**config.mk**
```make
export PLATFORM = sky130hd
export DESIGN_NAME = servo_pwm_multi_flat
export DESIGN_NICKNAME = d
export VERILOG_FILES = /design/src/rtl/servo_pwm_multi_if.sv /design/src/rtl/servo_pwm_multi.sv /design/src/flat_wrapper.sv
export SDC_FILE = /design/constraint.sdc
export NUM_CORES = 1
export LEC_CHECK = 0
export CORE_MARGIN = 5
export CORE_UTILIZATION = 40
export DETAILED_ROUTE_END_ITERATION = 12
export PLACE_DENSITY = 0.59
export SYNTH_ARGS = -nofsm -noshare
export SYNTH_HDL_FRONTEND = slang
export SYNTH_SLANG_ARGS = --single-unit
```
**constraint.sdc**
```tcl
create_clock -name CLK -period 5.45 [get_ports CLK]
set_clock_uncertainty 0.05 [all_clocks]
set_input_delay 1.09 -clock CLK [delete_from_list [all_inputs] [get_ports CLK]]
set_output_delay 1.09 -clock CLK [all_outputs]
set_load 0.03 [all_outputs]
```
**src/rtl/servo_pwm_multi_if.sv**
```systemverilog
// Servo PWM bus: position codes and enables in, pulse/frame/settled status out.
interface servo_pwm_multi_if #(
  parameter int unsigned CHANNELS = 4,
  parameter int unsigned POS_W    = 8
);
  logic [CHANNELS*POS_W-1:0] POS;
  logic [CHANNELS-1:0]       EN;
  logic [CHANNELS-1:0]       PWM;
  logic                      FRAME;
  logic [CHANNELS-1:0]       SETTLED;

  modport master (output POS, output EN, input PWM, input FRAME, input SETTLED);
  modport slave  (input POS, input EN, output PWM, output FRAME, output SETTLED);
endinterface

```
**src/rtl/servo_pwm_multi.sv**
```systemverilog
// Multi-channel hobby-servo PWM generator with frame-synchronous width updates.
// Optional slew limiting of width changes is compiled in with SERVO_SLEW_EN.
module servo_pwm_multi #(
  parameter int unsigned CHANNELS  = 4,
  parameter int unsigned POS_W     = 8,
  parameter int unsigned PERIOD    = 1000000,
  parameter int unsigned MIN_PULSE = 25000,
  parameter int unsigned STEP      = 392,
  parameter int unsigned SLEW_MAX  = 3920
) (
  input logic               CLK,
  input logic               RST,
  servo_pwm_multi_if.slave  bus
);

  localparam int unsigned CntW = $clog2(PERIOD);
  localparam int unsigned PwW  = $clog2(MIN_PULSE + (2**POS_W - 1) * STEP + 1);
  localparam int unsigned CmpW = (CntW > PwW) ? CntW : PwW;

`ifdef SERVO_SLEW_EN
  localparam bit SlewEn = 1'b1;
`else
  localparam bit SlewEn = 1'b0;
`endif

  logic [CntW-1:0]     cnt_q, cnt_d;
  logic [CHANNELS-1:0] en_lat_q, en_lat_d;
  logic [CHANNELS-1:0] pwm_q, pwm_d;
  logic [CHANNELS-1:0] settled_q, settled_d;
  logic                frame_q, frame_d;
  logic [PwW-1:0]      cur_q [CHANNELS];
  logic [PwW-1:0]      cur_d [CHANNELS];
  logic [PwW-1:0]      tgt   [CHANNELS];
  logic                load;

  // Without slew the limit test folds away and the target is applied directly.
  function automatic logic [PwW-1:0] next_width(input logic [PwW-1:0] cur,
                                                input logic [PwW-1:0] target);
    logic [PwW-1:0] diff;
    diff = (target > cur) ? target - cur : cur - target;
    if (!SlewEn || 32'(diff) <= SLEW_MAX) return target;
    return (target > cur) ? cur + PwW'(SLEW_MAX) : cur - PwW'(SLEW_MAX);
  endfunction

  assign load = (cnt_q == CntW'(PERIOD - 1));

  always_comb begin
    for (int i = 0; i < CHANNELS; i++) begin
      tgt[i] = PwW'(MIN_PULSE) + PwW'(bus.POS[i*POS_W +: POS_W]) * PwW'(STEP);
    end
  end

  always_comb begin
    cnt_d     = load ? '0 : cnt_q + CntW'(1);
    en_lat_d  = en_lat_q;
    settled_d = settled_q;
    frame_d   = load;
    for (int i = 0; i < CHANNELS; i++) begin
      cur_d[i] = cur_q[i];
    end
    if (load) begin
      en_lat_d = bus.EN;
      for (int i = 0; i < CHANNELS; i++) begin
        cur_d[i]     = next_width(cur_q[i], tgt[i]);
        settled_d[i] = (cur_d[i] == tgt[i]);
      end
    end
    // Output is registered, so decide from the count the flop will hold next.
    for (int i = 0; i < CHANNELS; i++) begin
      pwm_d[i] = en_lat_d[i] && (CmpW'(cnt_d) < CmpW'(cur_d[i]));
    end
  end

  always_ff @(posedge CLK) begin
    if (RST) begin
      cnt_q     <= CntW'(PERIOD - 1);
      en_lat_q  <= '0;
      pwm_q     <= '0;
      settled_q <= '1;
      frame_q   <= 1'b0;
      for (int i = 0; i < CHANNELS; i++) begin
        cur_q[i] <= PwW'(MIN_PULSE);
      end
    end else begin
      cnt_q     <= cnt_d;
      en_lat_q  <= en_lat_d;
      pwm_q     <= pwm_d;
      settled_q <= settled_d;
      frame_q   <= frame_d;
      for (int i = 0; i < CHANNELS; i++) begin
        cur_q[i] <= cur_d[i];
      end
    end
  end

  assign bus.PWM     = pwm_q;
  assign bus.FRAME   = frame_q;
  assign bus.SETTLED = settled_q;

endmodule

```
**src/flat_wrapper.sv**
```systemverilog
// flat-port wrapper written by rule: the top's interface ports become plain ports
module servo_pwm_multi_flat 
#(
  parameter int unsigned CHANNELS  = 4,
  parameter int unsigned POS_W     = 8,
  parameter int unsigned PERIOD    = 1000000,
  parameter int unsigned MIN_PULSE = 25000,
  parameter int unsigned STEP      = 392,
  parameter int unsigned SLEW_MAX  = 3920
)
  (CLK, RST, bus_POS, bus_EN, bus_PWM, bus_FRAME, bus_SETTLED);
  servo_pwm_multi_if #(.CHANNELS(CHANNELS), .POS_W(POS_W)) bus_i ();
  input logic CLK;
  input logic RST;
  input wire logic [$bits(bus_i.POS)-1:0] bus_POS;
  input wire logic [$bits(bus_i.EN)-1:0] bus_EN;
  output wire logic [$bits(bus_i.PWM)-1:0] bus_PWM;
  output wire logic [$bits(bus_i.FRAME)-1:0] bus_FRAME;
  output wire logic [$bits(bus_i.SETTLED)-1:0] bus_SETTLED;
  assign bus_i.POS = bus_POS;
  assign bus_i.EN = bus_EN;
  assign bus_PWM = bus_i.PWM;
  assign bus_FRAME = bus_i.FRAME;
  assign bus_SETTLED = bus_i.SETTLED;
  servo_pwm_multi #(.CHANNELS(CHANNELS), .POS_W(POS_W), .PERIOD(PERIOD), .MIN_PULSE(MIN_PULSE), .STEP(STEP), .SLEW_MAX(SLEW_MAX)) u_core (.CLK(CLK), .RST(RST), .bus(bus_i));
endmodule
```
[Yosys cells after proc, flatten, opt, wreduce, memory -nomap -nowiden]
Memories as Yosys holds them, arrays and structs flattened.
Index checks and enable logic that the tools add are counted.
Storage, ports and cells
  memories kept: 1
  input port bits: 38
  word-level logic and storage cells: 67
  memory bits (writable): 68
  flip-flop bits (word level): 33
Operators by class
  multiplexer cells: 23
  multiply operators: 4
  $add $sub $neg: 13
  equality and inequality tests: 5
  reduce and logical (&&, ||, !) cells: 4
  bitwise gates (word level): 4
  $lt $le $gt $ge: 8
Memories
  u_core.cur_q: words 4, width 17, read ports 4, clocked after Yosys merged registers in 0, write ports 4, RTL line servo_pwm_multi.sv:31  | logic [PwW-1:0] cur_q [CHANNELS];
Operators by type and width (number)
  two-way mux 17 bit: 16
  less-than comparator 20 x 17 -> 1 bit: 4
  adder 15 x 17 -> 17 bit (first input constant): 4
  adder 17 x 12 -> 17 bit (second input constant): 4
  == test 17 bit: 4
  greater-than comparator 17 bit: 4
  two-way mux 68 bit: 1
  subtractor 17 x 12 -> 17 bit (second input constant): 4
  multiplier 8 x 6 -> 14 bit (second input constant): 4
  adder 20 x 1 -> 20 bit (second input constant): 1
  == test 20 bit (second input constant): 1
  two-way mux 20 bit: 1
  logical AND 1 bit: 4
  two-way mux 1 bit: 4
  two-way mux 4 bit: 1
  bitwise OR 1 bit: 4

[Depth between registers and ports, before layout]
  word-level depth: 9
  depth in mapped cells: 21

[Least setup slack after synthesis]
No wires, ideal clock.
  path type: in2reg
  start point: input port bus_POS[2]
  end point: register u_core.pwm_q[0], in the netlist u_core.bus.PWM[0]
  stages on the path: 20
  buffers on the path: 0
  data required time: 5.308 ns
  data arrival time: 4.726 ns
  path slack: 0.582 ns
  path through: inv_1 ha_1 fa_1 inv_1 ha_1 fa_1 nand2_1 nor2_1 nor4bb_1 xor2_1 nor2_1 a21oi_1 ha_1 a21oi_1 nor2b_1 o21ai_0 nand2b_1 a22oi_1 a31oi_1 nor4_1
Between the ends
  word-level cells in the longest chain between the ends: 9
Ends and longest elaborated chain
  from (decl): RTL line flat_wrapper.sv:15  | input wire logic [$bits(bus_i.POS)-1:0] bus_POS;
  multiplier 8 x 6 -> 14 bit (*): RTL line servo_pwm_multi.sv:49  | tgt[i] = PwW'(MIN_PULSE) + PwW'(bus.POS[i*POS_W +: POS_W]) * PwW'(STEP);
  adder 15 x 17 -> 17 bit (*): RTL line servo_pwm_multi.sv:49
  greater-than comparator 17 bit
  two-way mux 17 bit: RTL line servo_pwm_multi.sv:42  | return (target > cur) ? cur + PwW'(SLEW_MAX) : cur - PwW'(SLEW_MAX);
  two-way mux 17 bit (*): RTL line servo_pwm_multi.sv:42
  two-way mux 17 bit (*): RTL line servo_pwm_multi.sv:61  | if (load) begin
  two-way mux 68 bit (*): RTL line servo_pwm_multi.sv:61
  less-than comparator 20 x 17 -> 1 bit (*): RTL line servo_pwm_multi.sv:70  | pwm_d[i] = en_lat_d[i] && (CmpW'(cnt_d) < CmpW'(cur_d[i]));
  logical AND 1 bit (*): RTL line servo_pwm_multi.sv:70
  to (signal assigned): RTL line servo_pwm_multi.sv:87  | pwm_q <= pwm_d;
  to (decl): RTL line servo_pwm_multi.sv:28  | logic [CHANNELS-1:0] pwm_q, pwm_d;
Every way passes the cells marked *; elsewhere a longest branch is shown, timed or not. The select of a mux whose other input is x is not followed.
A chain may end at the register's enable or synchronous reset.

[Worst setup path after layout]
  start point: input port bus_POS[26]
  end point: register u_core.pwm_q[3], in the netlist u_core.bus.PWM[3]
The elaborated chain is that of the path after synthesis.

==> flow_metrics.py <==
metrics = {
    "status": {
        "status": "finished clean",
    },
    "synthesis": {
        "netlist_top_cells_count": "194 x ha_1, 115 x nor2_1, 97 x dfxtp_1, 92 x a21oi_1, 67 x nand2_1",
        "post-synth-top-count-cell": "ha_1",
        "synth-seq-area-share_pct": 22.7,
        "ys_types": 68,
        "synth_top_area_cell": "ha_1",
        "ys_warn_count": 0,
        "synth_ff_type": "dfxtp_1",
        "syn_inst": 988,
        "synth_top_area_share_pct": 28.4,
        "synth_area_mm2": 0.00855,
        "synthTopCellsByArea": "ha_1 28%, dfxtp_1 23%, a21oi_1 5.4%, nor2_1 5.1%, xnor2_1 4.0%",
        "synth-seq-cells": 97,
        "synth-edff-count": 0,
        "synth.avg_cell_area_um2": 8.65,
        "synth-async-reset-ratio_pct": 0,
    },
    "min_path": {
        "whs_endpoint": "u_core.cur_q[0][1]",
        "hold_path.startpoint": "u_core.cur_q[0][1]",
        "hold_class": "register to register",
        "whs_path_depth": 2,
    },
    "worst_setup_path": {
        "critical_path_arrival_ps": 5440,
        "worstRegToRegCells": 14,
        "crit_type": "input port to register",
        "worst_ep_required_time_ps": 5690,
        "critPathMaxFanout": 3,
        "critPathLaunchType": "input port",
        "reg2reg_setup_slack_ps": 1540,
        "rr_startpoint": "u_core.cnt_q[0]",
        "cp-startpoint": "bus_POS[26]",
        "r2r_end": "u_core.bus.PWM[2]",
        "endpoint_kind": "register",
    },
    "detailed_routing": {
        "viasPerCell": 5.20,
        "drtAntennaViolNets": 0,
        "avgRoutedWirePerCell_um": 14.3,
        "drt_iter0_drc": 221,
        "vias": 7185,
        "route.detailed.drc": 0,
        "wl_mm": 19.8,
        "dr.pass1.iters": 4,
    },
    "grt": {
        "gr-total-overflow": 0,
        "antenna_found_initial": 0,
        "grt_max_degree": 76,
        "grt_pass1_vias": 6909,
        "grt.total_usage_pct": 16.1,
        "grt_pass1_wl_mm": 32.4,
    },
    "die": {
        "die_w_um": 156,
        "rows": 53,
        "initial_utilization_pct": 40.7,
        "dieArea_mm2": 0.0244,
        "die_h_um": 156,
        "core_area_mm2": 0.0210,
        "ioPinCount": 47,
    },
    "placed_design": {
        "gp_congestion": 0.790,
        "placed_area_mm2": 0.00980,
        "port_buffers": 42,
        "pre_cts_slack_ps": -280,
        "post-dp-hpwl_mm": 15.1,
    },
    "clocking": {
        "cts_tree": "built",
        "clock_latency_ps": 350,
        "htreeDepth": 3,
        "cts_buffer_depth": 2,
        "clk_pin_slew_ps": 60,
        "cts_made_buffers": 9,
        "root_buffer": "clkbuf_16",
        "clock_sinks": 97,
        "cts.hold.buffers_added": 0,
    },
    "cells_and_area": {
        "num_antenna_cells": 0,
        "area_growth_pct": 22.6,
        "area.sequential_mm2": 0.00194,
        "final_nets": 1342,
        "nFillCells": 2045,
        "multi_input_area_mm2": 0.00669,
        "fin_area_mm2": 0.0105,
        "drive_gt1_share_pct": 15.3,
    },
    "power_and_ir_drop": {
        "clockPowerShare_pct": 14.0,
        "leakagePower_nw": 4.89,
        "finalPower_mw": 4.59,
        "p_int_mw": 2.59,
        "switching_share_pct": 43.7,
        "switching_power_mw": 2.01,
        "seqPwrFrac_pct": 20.9,
        "combPwrFrac_pct": 65.1,
        "irDropWorstVdd_v": 0.000249,
        "power.density_mw_per_mm2": 439,
    },
    "timing": {
        "hold_violations": 0,
        "slew_violations": 0,
        "min_period_ps": 5200,
        "slew_headroom_pct": 43.8,
        "fin_ws_ps": 251,
        "fin_crit_sh_pct": 95.4,
        "fmax_mhz": 192,
        "worst_pin_slew_ps": 842,
        "setup_viol": 0,
    },
    "job": {
        "cap_viol_max_count": 0,
    },
}
## repair_timing
item | in CTS | in global routing
setup endpoints to repair | 0 | 4
buffers inserted | 0 | 2
resized for setup | 0 | 76
## worst max-delay path, stage by stage
cell and delay [ps]:
clkdlybuf4s50_1 480, inv_1 60, ha_1 290, inv_1 80
fa_1 430, ha_1 340, ha_1 320, a21oi_1 200
o21bai_1 130, o31a_1 250, or3_1 330, buf_4 140
and3_1 160, o21ai_0 200, and2_1 190, ha_1 250
and3_1 180, o2111ai_1 70, and4b_1 250
## routing by layer
layer / routed length, um / global-route usage [%] / vias up
li1: - / - / 3752
met1: 9710 / 21.6 / 3326
met2: 9220 / 27.1 / 86
met3: 564 / 2.30 / 21
met4: 314 / 4.13 / 0
met5: 0 / 0 / -
## worst max-delay path by stage
stage | slack [ps] | end | cells after the start
detailed placement | -280 | u_core.bus.PWM[0] | 19
floorplan | 580 | u_core.bus.PWM[0] | 20
global placement | -170 | u_core.bus.PWM[0] | 19
finish | 250 | u_core.bus.PWM[3] | 19
global route | -30 | u_core.bus.PWM[2] | 17
CTS | 60 | u_core.bus.PWM[1] | 22
## layout by cell type (no fill, tap or decap), types with 5 or more instances in the layout
master / Yosys / routed
inv_1: 36 / 33
nand2b_1: 9 / 9
ha_2: 0 / 5
or3_1: 7 / 6
xor2_1: 38 / 34
ha_1: 194 / 182
and2_1: 14 / 14
xnor2_2: 0 / 5
mux2i_1: 14 / 14
o21ai_1: 2 / 7
nand4_1: 11 / 11
buf_4: 4 / 86
a21oi_2: 0 / 7
dfxtp_1: 97 / 97
clkbuf_16: 0 / 9
a31oi_1: 7 / 7
dlymetal6s2s_1: 0 / 6
xnor2_1: 39 / 34
nor2_1: 115 / 112
nor3_1: 6 / 5
a211oi_1: 12 / 8
fa_1: 8 / 5
a21oi_1: 92 / 85
nand3_1: 18 / 17
o211ai_1: 6 / 6
nand2_1: 67 / 66
o21a_1: 5 / 5
nor2b_1: 13 / 11
and3_1: 16 / 16
a21o_1: 20 / 20
clkdlybuf4s50_1: 0 / 35
o21bai_1: 5 / 5
nor4_1: 8 / 5
o21ai_0: 46 / 40
ha_4: 0 / 7
## layout make-up
cell class,instances,share of cell area (%)
Timing Repair Buffer,128,10.3
Sequential cell,97,18.5
Inverter,37,1.33
Clock inverter,2,0.358
Tap cell,275,3.28
Multi-Input combinational cell,829,63.8
Clock buffer,14,2.42
## through the flow
step                utilization, %  TNS (ps)  cells  hold slack (ps)
global placement              46.6      -466   1364              383
detailed placement            46.6      -794   1364              390
global route                  49.8     -65.3   1382              419
CTS                           48.0         0   1380              401
finish                        49.8         0   1382              397
floorplan                        -         0    991              374
## state kept, by name (all words and copies together), names as in the netlist
name and flops:
u_core.cur_q 68, u_core.cnt_q 20, u_core.bus.PWM 4, u_core.en_lat_q 4, u_core.bus.FRAME 1
## kinds of logic (layout without fill, tap and decap cells)
group | after synthesis | after routing | synth area share, %
flops | 97 | 97 | 22.7
other cells | 1 | 4 | 0.0439
simple gates | 306 | 306 | 17.6
xor+xnor | 77 | 77 | 7.89
buf+inv | 65 | 181 | 3.37
fa+ha+maj | 202 | 202 | 30.3
mux | 14 | 14 | 1.64
compound gates | 226 | 226 | 16.4
## power by group through the flow
stage / clock, mW / sequential [mW] / combinational, mW
final: 0.642 / 0.962 / 2.99
after CTS: 0.654 / 0.961 / 2.87
after global placement: 0 / 0.972 / 2.80
after floorplan: 0 / 0.960 / 2.05
after global routing: 0.684 / 0.980 / 3.41
after detailed placement: 0 / 0.976 / 2.83
No activity file was read; power rests on OpenSTA's default activity.
